`config.mk`:
```
export PLATFORM = sky130hd
export DESIGN_NAME = dcc_bus_arbiter
export DESIGN_NICKNAME = d
export VERILOG_FILES = /design/src/rtl/dcc_pkg.sv /design/src/rtl/dcc_bus_arbiter.sv
export SDC_FILE = /design/constraint.sdc
export NUM_CORES = 1
export LEC_CHECK = 0
export ABC_AREA = 1
export CAP_MARGIN = 20
export CORE_AREA = 2 2 58 49
export DETAILED_ROUTE_END_ITERATION = 16
export DIE_AREA = 0 0 60 51
export HOLD_SLACK_MARGIN = 0.12
export PLACE_DENSITY = 0.76
export SLEW_MARGIN = 20
export SYNTH_ARGS = -nofsm -noshare
export SYNTH_HDL_FRONTEND = slang
export SYNTH_SLANG_ARGS = --single-unit
```
`constraint.sdc`:
```
create_clock -name CLK -period 1.6 [get_ports CLK]
set_input_delay 0.24 -clock CLK [delete_from_list [all_inputs] [get_ports CLK]]
set_output_delay 0.24 -clock CLK [all_outputs]
set_load 0.1 [all_outputs]
```
`src/rtl/dcc_pkg.sv`:
```
// dcc_pkg: shared types and owner codes for the DCC bus arbiter
package dcc_pkg;
   typedef enum logic [2:0] {ST_IDLE, ST_REQ, ST_TURN, ST_GNT_S, ST_GNT_E, ST_RET} state_t;
   typedef enum logic {REQR_SLV, REQR_EXT} req_t;
   localparam logic [1:0] OWN_MST  = 2'd0;
   localparam logic [1:0] OWN_SLV  = 2'd1;
   localparam logic [1:0] OWN_EXT  = 2'd2;
   localparam logic [1:0] OWN_NONE = 2'd3;
endpackage

```
`src/rtl/dcc_bus_arbiter.sv`:
```
// dcc_bus_arbiter: sequences SH-2 system bus ownership between master, slave SH-2 and external requester
module dcc_bus_arbiter
   import dcc_pkg::*;
#(
   parameter int TURN_CYC    = 2,
   parameter int BGR_TIMEOUT = 255
) (
   input  logic       CLK,
   input  logic       RST,
   input  logic       CE_R,
   input  logic       BREQ_N,
   input  logic       EXBREQ_N,
   input  logic       BGR_N,
   output logic       BRLS_N,
   output logic       BACK_N,
   output logic       EXBACK_N,
   output logic [1:0] OWNER,
   output logic       ARB_ERR
);
   localparam logic [3:0] TURN_LAST = 4'(TURN_CYC - 1);
   localparam logic [7:0] TO_MAX    = 8'(BGR_TIMEOUT);

   state_t     state_q, state_d;
   req_t       last_q, last_d;
   logic [3:0] turn_q, turn_d;
   logic [7:0] to_q, to_d;
   logic       brls_n_q, brls_n_d, back_n_q, back_n_d, exback_n_q, exback_n_d;
   logic       arb_err_q, arb_err_d;
   logic [1:0] owner_q, owner_d;
   logic       s_req, e_req;

   assign s_req = ~BREQ_N;
   assign e_req = ~EXBREQ_N;

   always_ff @(posedge CLK) begin
      if (RST) begin
         state_q    <= ST_IDLE;
         last_q     <= REQR_EXT;
         turn_q     <= '0;
         to_q       <= '0;
         brls_n_q   <= 1'b1;
         back_n_q   <= 1'b1;
         exback_n_q <= 1'b1;
         owner_q    <= OWN_MST;
         arb_err_q  <= 1'b0;
      end else if (CE_R) begin
         state_q    <= state_d;
         last_q     <= last_d;
         turn_q     <= turn_d;
         to_q       <= to_d;
         brls_n_q   <= brls_n_d;
         back_n_q   <= back_n_d;
         exback_n_q <= exback_n_d;
         owner_q    <= owner_d;
         arb_err_q  <= arb_err_d;
      end
   end

   // A timeout raises ARB_ERR for one cycle while still in REQ; the following edge releases to RET.
   always_comb begin
      state_d   = state_q;
      last_d    = last_q;
      turn_d    = turn_q;
      to_d      = to_q;
      arb_err_d = 1'b0;
      case (state_q)
         ST_IDLE:  if (s_req || e_req) begin
                      state_d = ST_REQ;
                      to_d    = '0;
                   end
         ST_REQ:   if ((!s_req && !e_req) || to_q == TO_MAX) state_d = ST_RET;
                   else if (!BGR_N) state_d = ST_TURN;
                   else begin
                      to_d      = (to_q == 8'hFF) ? to_q : to_q + 8'd1;
                      arb_err_d = (to_q == TO_MAX - 8'd1);
                   end
         ST_TURN:  if (turn_q != TURN_LAST) turn_d = turn_q + 4'd1;
                   else if (s_req && (!e_req || last_q == REQR_EXT)) state_d = ST_GNT_S;
                   else if (e_req) state_d = ST_GNT_E;
                   else state_d = ST_RET;
         ST_GNT_S: if (!s_req) state_d = e_req ? ST_TURN : ST_RET;
         ST_GNT_E: if (!e_req) state_d = s_req ? ST_TURN : ST_RET;
         ST_RET:   if (BGR_N) state_d = ST_IDLE;
         default:  state_d = ST_IDLE;
      endcase
      if (state_d == ST_TURN && state_q != ST_TURN) turn_d = '0;
      if (state_d == ST_GNT_S) last_d = REQR_SLV;
      if (state_d == ST_GNT_E) last_d = REQR_EXT;
   end

   always_comb begin
      brls_n_d   = (state_d == ST_IDLE || state_d == ST_RET);
      back_n_d   = (state_d != ST_GNT_S);
      exback_n_d = (state_d != ST_GNT_E);
      owner_d    = (state_d == ST_IDLE || state_d == ST_REQ) ? OWN_MST :
                   (state_d == ST_GNT_S) ? OWN_SLV :
                   (state_d == ST_GNT_E) ? OWN_EXT : OWN_NONE;
   end

   assign BRLS_N   = brls_n_q;
   assign BACK_N   = back_n_q;
   assign EXBACK_N = exback_n_q;
   assign OWNER    = owner_q;
   assign ARB_ERR  = arb_err_q;
endmodule
```
==> impl_metrics.env, run 1 <==
export IMPL_place_inst=263
export IMPL_antenna_left=0
export IMPL_maxSlewViolCount=0
export IMPL_cts_root_buf="clkbuf_4"
export IMPL_clock_sinks=22
export IMPL_setup_viol=0
export IMPL_cts_htree_levels=1
export IMPL_hp_start="to_q[3]$_SDFFE_PP0P_"
export IMPL_ys_ff_latch=22
export IMPL_powerDensity_nw_per_um2=780
export IMPL_wl_um=3290
export IMPL_final_nets=243
export IMPL_fillCellCount=218
export IMPL_cp_cell_sequence="ha_4 -> inv_2 -> nor2_2 -> nand2_2 -> buf_6 -> nand2_2 -> nand2_2 -> nand2_2 -> nor2_4 -> nand2_2 -> a21oi_2 -> nor2_1"
export IMPL_cp_max_fo=4
export IMPL_stdcell_count=270
export IMPL_syn_to_final_growth_pct=35.1
export IMPL_grt_pass1_vias=1287
export IMPL_grt_usage_pct=22.8
export IMPL_synth_edf_count=0
export IMPL_syn_area_um2=1330
export IMPL_place_congestion=0.882
export IMPL_hpwl_um=2360
export IMPL_worst_pin_slew_ps=283
export IMPL_clock_fmax_mhz=655
export IMPL_drtIter0Drc=69
export IMPL_async_flop_share_pct=0
export IMPL_ir_drop_v=0.000543
export IMPL_synthDistinctLibCells=28
export IMPL_reg2regPathDepth=12
export IMPL_firstDrtPassIters=4
export IMPL_clock_latency_ps=310
export IMPL_drt_wirelength_per_cell_um=12.2
export IMPL_crit_required_ps=1820
export IMPL_ys_flop_type="dfxtp_1"
export IMPL_antenna_found_initial=0
export IMPL_cts_tree="yes"
export IMPL_overflow=0
export IMPL_vias_per_cell=5.07
export IMPL_clock_skew_ps=1.16
export IMPL_grt_pass1_wl_um=5370
export IMPL_p_leak_nw=0.820
export IMPL_r2r_end="turn_q[1]$_SDFFE_PP0P_"
export IMPL_grt_max_degree=13
export IMPL_critPathLaunchType="register"
export IMPL_worstHoldPathType="register to register"
export IMPL_ios=12
export IMPL_cts_path_max_buffers=2
export IMPL_initial_core_util_pct=51.8
export IMPL_cap_violations=0
export IMPL_yosys_warnings=0
export IMPL_period_minus_slack_ps=1530
export IMPL_clkTransAtPathRegs_ps=120
export IMPL_place_port_buffers=11
export IMPL_core_um2=2570
export IMPL_worstSetupEndpointType="register"
export IMPL_rsz0062_at_grt="yes"
export IMPL_rr_startpoint="to_q[1]$_SDFFE_PP0P_"
export IMPL_slowest_stage="dfxtp_2"
export IMPL_hold_ws_ps=496
export IMPL_period_share_pct=95.4
export IMPL_rows=17
export IMPL_seq_area_frac_synth_pct=33.0
export IMPL_ff2ff_setup_slack_ps=70
export IMPL_cpPeakStageDelay_ps=360
export IMPL_worstPathArrival_ps=1750
export IMPL_postSynthCellCount=203
export IMPL_chipWidth_um=60
export IMPL_drive_gt1_share_pct=34.1
export IMPL_die_h_um=51
export IMPL_crit_top_cell="nand2_2"
export IMPL_avgSynthCellArea_um2=6.57
export IMPL_power_w=0.00141
export IMPL_hold_viol=0
export IMPL_cp_startpoint="to_q[1]$_SDFFE_PP0P_"
export IMPL_syn_nets=213
export IMPL_route_vias_total=1368
export IMPL_tns_ps=0
export IMPL_drc=0
export IMPL_num_antenna_cells=0
export IMPL_worst_setup_path_type="register to register"
export IMPL_die_area_um2=3060
export IMPL_cts_buffers=3
export IMPL_relSlewSlack_pct=81.1
export IMPL_outcome="finished clean"
export IMPL_crit_end="turn_q[1]$_SDFFE_PP0P_"
-- kinds of logic after synthesis --
group                      share of synthesized area, %
and+or+nand+nor                                    36.8
AOI/OAI and AO/OA                                  13.9
buffers and inverters                              9.94
xor gates and xnor gates                           2.63
adders and majority gates                          3.75
DFF                                                33.0
-- registers in the layout, summed over array words and instances, names as in the netlist --
| register | count |
|---|---|
| state_q | 3 |
| to_q | 8 |
| BRLS_N | 1 |
| ARB_ERR | 1 |
| OWNER | 2 |
| BACK_N | 1 |
| turn_q | 4 |
| last_q | 1 |
| EXBACK_N | 1 |
-- layout make-up --
type	instances	area, µm²	share of cell area, %
Timing Repair Buffer	29	307	17.0
Inverter	30	115	6.39
Multi-Input combinational cell	147	843	46.8
Clock buffer	4	36.3	2.01
Sequential cell	22	453	25.1
Tap cell	38	47.5	2.64
-- layer usage --
layer  vias to the layer above  routed length (µm)  track usage (%)
li1                        708                   -                -
met5                         -                   0                0
met2                        21                1630             38.8
met4                         0                  47             6.67
met3                         4                 107             5.82
met1                       635                1500             28.0
-- how the worst min path moves through the flow --
stage                                    to  slack [ps]  cells past startpoint
global placement       to_q[3]$_SDFFE_PP0P_         470                      2
CTS                    to_q[3]$_SDFFE_PP0P_         490                      2
floorplan           state_q[2]$_SDFFE_PP0P_         400                      3
detailed placement     to_q[3]$_SDFFE_PP0P_         470                      2
finish                 to_q[3]$_SDFFE_PP0P_         500                      2
global route          OWNER[0]$_SDFFE_PP0P_         540                      2
-- cell usage after synthesis (4+ instances only) --
| cell type | instances | area, µm² |
|---|---|---|
| o21ai_0 | 8 | 40.0 |
| dfxtp_1 | 22 | 440 |
| ha_1 | 4 | 50.1 |
| nor2_1 | 22 | 82.6 |
| inv_2 | 5 | 18.8 |
| a21oi_1 | 15 | 75.1 |
| nand3_1 | 10 | 50.1 |
| nand2_1 | 54 | 203 |
| nand2_2 | 4 | 25.0 |
| nand4_1 | 5 | 31.3 |
| inv_1 | 25 | 93.8 |
-- critical path, delay by kind of cell (launching register included) --
family | cells | cell delay (ps)
AND/OR/NAND/NOR | 8 | 610
flip-flops | 1 | 360
adder cells (fa/ha/maj) | 1 | 160
buffers and inverters | 2 | 160
AO/OA/AOI/OAI | 1 | 140
-- report_power, final --
part,switching [W],leakage [nW],internal (W)
registers,0.0000337,0.183,0.000583
logic,0.000300,0.616,0.000178
clock network,0.000172,0.0210,0.000139
-- cells in the final DEF, fill, tap and decap left out, types with 3 or more instances in the layout --
cell	instances
nand2_1	42
inv_1	23
nor2_1	19
buf_4	17
nand2_2	16
dfxtp_1	14
a21oi_1	13
nand3_1	8
dfxtp_2	7
inv_2	6
buf_12	6
nand4_1	5
o21ai_0	5
nor2_2	5
o21ai_1	4
nand3_2	4
a21oi_2	3
ha_1	3
clkbuf_4	3
clkdlybuf4s50_1	3
-- what timing repair did --
action                     4_1_cts  5_1_grt
setup endpoints to repair        7       21
gates resized for setup          9       33
hold buffers                     0        0
pin swaps                        3       14
setup buffers                    2        1
hold endpoints to repair         0        0
-- through the flow --
stage / setup WS [ps] / utilization (%) / area [µm²]
3_5_place_dp: -376 / 63.9 / 1640
3_3_place_gp: -294 / 63.9 / 1640
4_1_cts: 8.41 / 66.6 / 1710
6_report: 74.1 / 70.0 / 1800
5_1_grt: -34.8 / 70.0 / 1800
2_1_floorplan: 118 / - / 1330
Power figures use the tool's default switching activity.
==> run 2: changes to the inputs <==
- CAP_MARGIN: 20 -> 15
- SETUP_SLACK_MARGIN: default -> 0.1
==> impl_metrics.env, run 2 (synthesis results as in run 1) <==
export IMPL_worstPathArrival_ps=1790
export IMPL_final_common_cell="nand2_1"
export IMPL_place_area_um2=1640
export IMPL_stdcell_count=271
export IMPL_wl_met3_um=120
export IMPL_cp_max_fo=6
export IMPL_ios=12
export IMPL_grt_pass1_wl_um=5410
export IMPL_fillCellCount=200
export IMPL_clock_fmax_mhz=651
export IMPL_place_port_buffers=11
export IMPL_drtIter0Drc=78
export IMPL_period_minus_slack_ps=1540
export IMPL_grt_max_degree=13
export IMPL_cts_path_max_buffers=2
export IMPL_powerDensity_nw_per_um2=765
export IMPL_vias_per_cell=5.13
export IMPL_largest_reg_flops=8
export IMPL_wirelength_met1_um=1400
export IMPL_netSwitchingFraction_pct=35.8
export IMPL_route_vias_total=1391
export IMPL_multi_input_area_um2=872
export IMPL_mostFrequentLayoutCells="nand2_1, inv_1, nor2_1, buf_4, nand2_2"
export IMPL_chipWidth_um=60
export IMPL_hold_ws_ps=507
export IMPL_crit_required_ps=1850
export IMPL_worst_pin_slew_ps=234
export IMPL_drc=0
export IMPL_final_area_um2=1840
export IMPL_worstHoldPathType="register to register"
export IMPL_cts_buffers=3
export IMPL_drive_gt1_share_pct=36.5
export IMPL_grt_pass1_vias=1318
export IMPL_setup_viol=0
export IMPL_cts_root_buf="clkbuf_4"
export IMPL_regMostFlops="to_q"
export IMPL_hold_viol=0
export IMPL_relSlewSlack_pct=84.4
export IMPL_period_share_pct=96.0
export IMPL_rsz0062_at_grt="yes"
export IMPL_p_clk_share_pct=21.6
export IMPL_cts_htree_levels=1
export IMPL_clkTransAtPathRegs_ps=120
export IMPL_grt_usage_pct=23.1
export IMPL_antenna_found_initial=0
export IMPL_clock_sinks=22
export IMPL_power_switching_w=0.000503
export IMPL_hold_path_cell_count=2
export IMPL_hpwl_um=2360
export IMPL_core_um2=2570
export IMPL_die_h_um=51
export IMPL_outcome="finished clean"
export IMPL_cap_violations=0
export IMPL_syn_to_final_growth_pct=37.8
export IMPL_clock_skew_ps=8.13
export IMPL_top_regs="to_q: 8 flops, turn_q: 4 flops, state_q: 3 flops"
export IMPL_final_nets=244
export IMPL_antenna_left=0
export IMPL_p_comb_share_pct=34.6
export IMPL_reg2regPathDepth=13
export IMPL_seqPwrFrac_pct=43.8
export IMPL_die_area_um2=3060
export IMPL_met2_length_um=1620
export IMPL_place_congestion=0.882
export IMPL_cts_tree="yes"
export IMPL_num_antenna_cells=0
export IMPL_final_seq_area_um2=453
export IMPL_worst_setup_path_type="register to register"
export IMPL_internal_power_w=0.000903
export IMPL_p_leak_nw=0.830
export IMPL_overflow=0
export IMPL_clock_latency_ps=310
export IMPL_critPathLaunchType="register"
export IMPL_wl_um=3190
export IMPL_place_inst=263
export IMPL_drt_wirelength_per_cell_um=11.8
export IMPL_firstDrtPassIters=4
export IMPL_ir_drop_v=0.000702
export IMPL_rows=17
export IMPL_initial_core_util_pct=51.8
export IMPL_highest_layer="met4"
export IMPL_maxSlewViolCount=0
export IMPL_worstSetupEndpointType="register"
run 2: final cells by class:
type | instances | share of cell area, %
inverters | 30 | 6.26
flip-flops and latches | 22 | 24.6
clock buffers | 4 | 1.97
multi-input cells | 147 | 47.4
repair buffers | 30 | 17.1
well taps | 38 | 2.59
run 2: worst max-delay path, stage by stage (launching register included):
cell,delay [ps]
dfxtp_4,380
ha_4,160
inv_2,60
nor2_2,30
nand2_2,90
buf_6,100
nand2_2,40
nand2_2,60
nand2_2,70
nor2_4,170
nand2_4,100
nand2_2,70
nand2_1,40
nor2_1,100
run 2: final timing paths:
| kind | start | end | slack (ps) |
|---|---|---|---|
| hold reg to reg | OWNER[1]$_SDFFE_PP0P_ | OWNER[1]$_SDFFE_PP0P_ | 510 |
| setup reg to reg | to_q[0]$_SDFFE_PP0P_ | turn_q[1]$_SDFFE_PP0P_ | 60 |
| setup / recovery | to_q[0]$_SDFFE_PP0P_ | turn_q[1]$_SDFFE_PP0P_ | 60 |
| hold / removal | OWNER[1]$_SDFFE_PP0P_ | OWNER[1]$_SDFFE_PP0P_ | 510 |
run 2: through the flow:
stage / TNS, ps / power (W) / utilization, % / worst slack, ps
floorplan: 0 / 0.000912 / - / 118
global placement: -3580 / 0.00105 / 63.9 / -294
detailed placement: -4620 / 0.00106 / 63.9 / -376
CTS: 0 / 0.00139 / 68.0 / 49.6
global route: -147 / 0.00148 / 71.4 / -49.1
finish: 0 / 0.00141 / 71.4 / 64.4
run 2: power groups by stage:
stage	Clock (W)	Sequential [W]	Combinational [W]
global route	0.000330	0.000620	0.000528
floorplan	0	0.000692	0.000220
global placement	0	0.000621	0.000430
CTS	0.000319	0.000615	0.000453
detailed placement	0	0.000623	0.000439
finish	0.000303	0.000616	0.000487
run 2: repair_timing:
action | CTS | global route
pin swaps | 7 | 16
setup buffers | 3 | 1
endpoints found under the hold margin | 0 | 0
setup endpoints to repair | 17 | 21
hold buffers | 0 | 0
resized for setup | 19 | 29
run 2: routing by layer:
metal	vias to the layer above	track usage, %
met5	-	0
met3	6	5.57
met4	0	7.41
met1	650	27.4
met2	23	40.4
li1	712	-
==> run 3: changes to the inputs <==
- ABC_AREA: 1 -> default
- ABC_CLOCK_PERIOD_IN_PS: default -> 1600
- CORE_AREA: 2 2 58 49 -> 2 2 60 51
- DIE_AREA: 0 0 60 51 -> 0 0 62 53
- PLACE_DENSITY: 0.76 -> 0.75
==> impl_metrics.env, run 3 <==
export IMPL_clock_sinks=22
export IMPL_ios=12
export IMPL_grt_usage_pct=42.5
export IMPL_async_flop_share_pct=0
export IMPL_cp_max_fo=4
export IMPL_cap_violations=0
export IMPL_initial_core_util_pct=54.4
export IMPL_powerDensity_nw_per_um2=645
export IMPL_cts_buffers=3
export IMPL_overflow=0
export IMPL_hp_start="ARB_ERR$_SDFFE_PP0P_"
export IMPL_yosys_warnings=0
export IMPL_rows=17
export IMPL_postSynthCellCount=161
export IMPL_num_antenna_cells=0
export IMPL_period_share_pct=129
export IMPL_regMostFlops="to_q"
export IMPL_tns_ps=-5510
export IMPL_syn_area_um2=1450
export IMPL_cp_startpoint="turn_q[1]$_SDFFE_PP0P_"
export IMPL_hold_viol=0
export IMPL_synth_xor_area_share_pct=3.63
export IMPL_p_leak_nw=0.966
export IMPL_yosys_area_share_simple_pct=29.0
export IMPL_clock_fmax_mhz=486
export IMPL_antenna_found_initial=0
export IMPL_grt_pass1_vias=1795
export IMPL_chipWidth_um=62
export IMPL_ys_ff_latch=22
export IMPL_synth_edf_count=0
export IMPL_ys_flop_type="dfxtp_1"
export IMPL_hold_ws_ps=548
export IMPL_syn_to_final_growth_pct=77.4
export IMPL_die_area_um2=3290
export IMPL_fin_ws_ps=-459
export IMPL_place_area_um2=2040
export IMPL_synth_top_family_by_area="simple AND/OR/NAND/NOR gates"
export IMPL_seqPwrFrac_pct=35.9
export IMPL_place_congestion=0.799
export IMPL_route_vias_total=1893
export IMPL_netSwitchingFraction_pct=34.7
export IMPL_netlist_top_cells_area="dfxtp_1, nor2_1, nand2_1"
export IMPL_avgSynthCellArea_um2=8.98
export IMPL_relSlewSlack_pct=64.0
export IMPL_final_area_um2=2570
export IMPL_reg2regPathDepth=9
export IMPL_ir_drop_v=0.000568
export IMPL_synthAdderAreaFrac_pct=3.46
export IMPL_cts_tree="yes"
export IMPL_rr_startpoint="turn_q[1]$_SDFFE_PP0P_"
export IMPL_final_common_cell="buf_4"
export IMPL_internal_power_w=0.00108
export IMPL_crit_end="BRLS_N$_SDFFE_PP1P_"
export IMPL_worst_pin_slew_ps=535
export IMPL_die_h_um=53
export IMPL_power_switching_w=0.000574
export IMPL_wl_um=7670
export IMPL_worst_setup_path_type="register to register"
export IMPL_p_comb_share_pct=36.5
export IMPL_synth_top_area_share_pct=30.4
export IMPL_synth_most_common_cell="dfxtp_1"
export IMPL_clock_skew_ps=6.62
export IMPL_largest_reg_flops=8
export IMPL_r2r_end="BRLS_N$_SDFFE_PP1P_"
export IMPL_period_minus_slack_ps=2060
export IMPL_syn_nets=171
export IMPL_hpwl_um=3210
export IMPL_drc=0
export IMPL_drive_gt1_share_pct=58.4
export IMPL_place_port_buffers=11
export IMPL_synth_top_cell_by_area="dfxtp_1"
export IMPL_maxSlewViolCount=0
export IMPL_core_um2=2660
export IMPL_cts_path_max_buffers=2
export IMPL_worstPathArrival_ps=2290
export IMPL_outcome="finished, violations left"
export IMPL_synthTopCellsByCount="dfxtp_1, nor2_1, nand2_1, inv_1, xnor2_1"
export IMPL_synthDistinctLibCells=59
export IMPL_final_nets=249
export IMPL_mostFrequentLayoutCells="buf_4, nor2_1, nand2_1"
export IMPL_drtIter0Drc=257
export IMPL_top_regs="to_q: 8 flops, turn_q: 4 flops, state_q: 3 flops"
export IMPL_setup_viol=22
export IMPL_violations="negative setup slack"
export IMPL_worstSetupEndpointType="register"
export IMPL_rsz0062_at_grt="yes"
export IMPL_synth_area_mux_share_pct=2.08
export IMPL_firstDrtPassIters=5
export IMPL_crit_required_ps=1830
export IMPL_hold_path_cell_count=2
export IMPL_worstHoldPathType="register to register"
export IMPL_ff2ff_setup_slack_ps=-460
export IMPL_grt_pass1_wl_um=9630
export IMPL_drt_wirelength_per_cell_um=27.8
export IMPL_power_w=0.00166
export IMPL_vias_per_cell=6.86
export IMPL_cts_root_buf="clkbuf_4"
export IMPL_antenna_left=0
export IMPL_synth_compound_area_share_pct=25.8
export IMPL_seq_area_frac_synth_pct=30.4
export IMPL_critPathLaunchType="register"
export IMPL_grt_max_degree=14
export IMPL_clkTransAtPathRegs_ps=140
export IMPL_clock_latency_ps=340
export IMPL_cts_htree_levels=1
export IMPL_p_clk_share_pct=27.7
==> run 3: changes by cell type after synthesis, moves of 5 or more <==
cell,previous run,this run
inv_2,5,0
inv_1,25,7
nand3_1,10,4
a21oi_1,15,5
nand2_1,54,14
==> run 3: critical path, stage by stage (launching register included) <==
cell,delay [ps]
dfxtp_2,360
inv_2,70
ha_4,110
nor4b_4,290
a211oi_2,150
buf_4,180
o31ai_4,260
buf_4,180
nor3b_2,230
o31ai_2,110
==> run 3: power by group through the flow <==
| stage | registers [W] | clock network [W] | logic [W] |
|---|---|---|---|
| 2_1_floorplan | 0.000653 | 0 | 0.000205 |
| 3_3_place_gp | 0.000602 | 0 | 0.000397 |
| 3_5_place_dp | 0.000604 | 0 | 0.000413 |
| 4_1_cts | 0.000590 | 0.000453 | 0.000502 |
| 5_1_grt | 0.000594 | 0.000476 | 0.000618 |
| 6_report | 0.000594 | 0.000458 | 0.000604 |
==> run 3: through the flow <==
stage | utilization [%] | setup WS [ps] | std cells
6_report | 96.5 | -459 | 276
5_1_grt | 96.5 | -559 | 276
4_1_cts | 90.6 | -253 | 270
3_5_place_dp | 76.7 | -518 | 246
3_3_place_gp | 76.7 | -438 | 246
2_1_floorplan | - | -114 | 161
==> run 3: what timing repair did <==
action                                  4_1_cts  5_1_grt
buffers inserted                             20        9
gates resized for setup                      35       29
endpoints found under the setup margin       21       22
endpoints found under the hold margin         0        0
hold buffers                                  0        0
pin swaps                                    28       29
==> run 3: logic make-up (layout without fill, tap and decap cells) <==
logic type,count (synthesis),after routing
flip-flops,22,22
buffers and inverters,14,91
XOR/XNOR,6,6
AO/OA/AOI/OAI,41,41
multiplexers,3,3
adder cells (fa/ha/maj),4,4
AND/OR/NAND/NOR,71,71
==> run 3: area by class of cell <==
type | instances | area (µm²)
clock inverter | 1 | 30.0
timing repair buffer | 80 | 743
fill | 53 | 92.6
sequential | 22 | 467
multi-input combinational | 125 | 1230
inverter | 7 | 28.8
tap | 38 | 47.5
clock buffer | 3 | 22.5
==> run 3: routing by layer <==
metal  part of all wire, %  up-vias  wire (µm)  GRT usage, %
li1                      -      745          -             -
met2                    42      196       3240          66.5
met5                     0        -          0             0
met4                   7.0        0        533          21.6
met1                    37      890       2820          51.7
met3                    14       62       1070          13.2
==> run 3: how the worst min path moves through the flow <==
stage | to | slack (ps)
2_1_floorplan | BACK_N$_SDFFE_PP1P_ | 370
3_3_place_gp | ARB_ERR$_SDFFE_PP0P_ | 490
3_5_place_dp | ARB_ERR$_SDFFE_PP0P_ | 500
4_1_cts | ARB_ERR$_SDFFE_PP0P_ | 550
5_1_grt | ARB_ERR$_SDFFE_PP0P_ | 570
6_report | ARB_ERR$_SDFFE_PP0P_ | 550
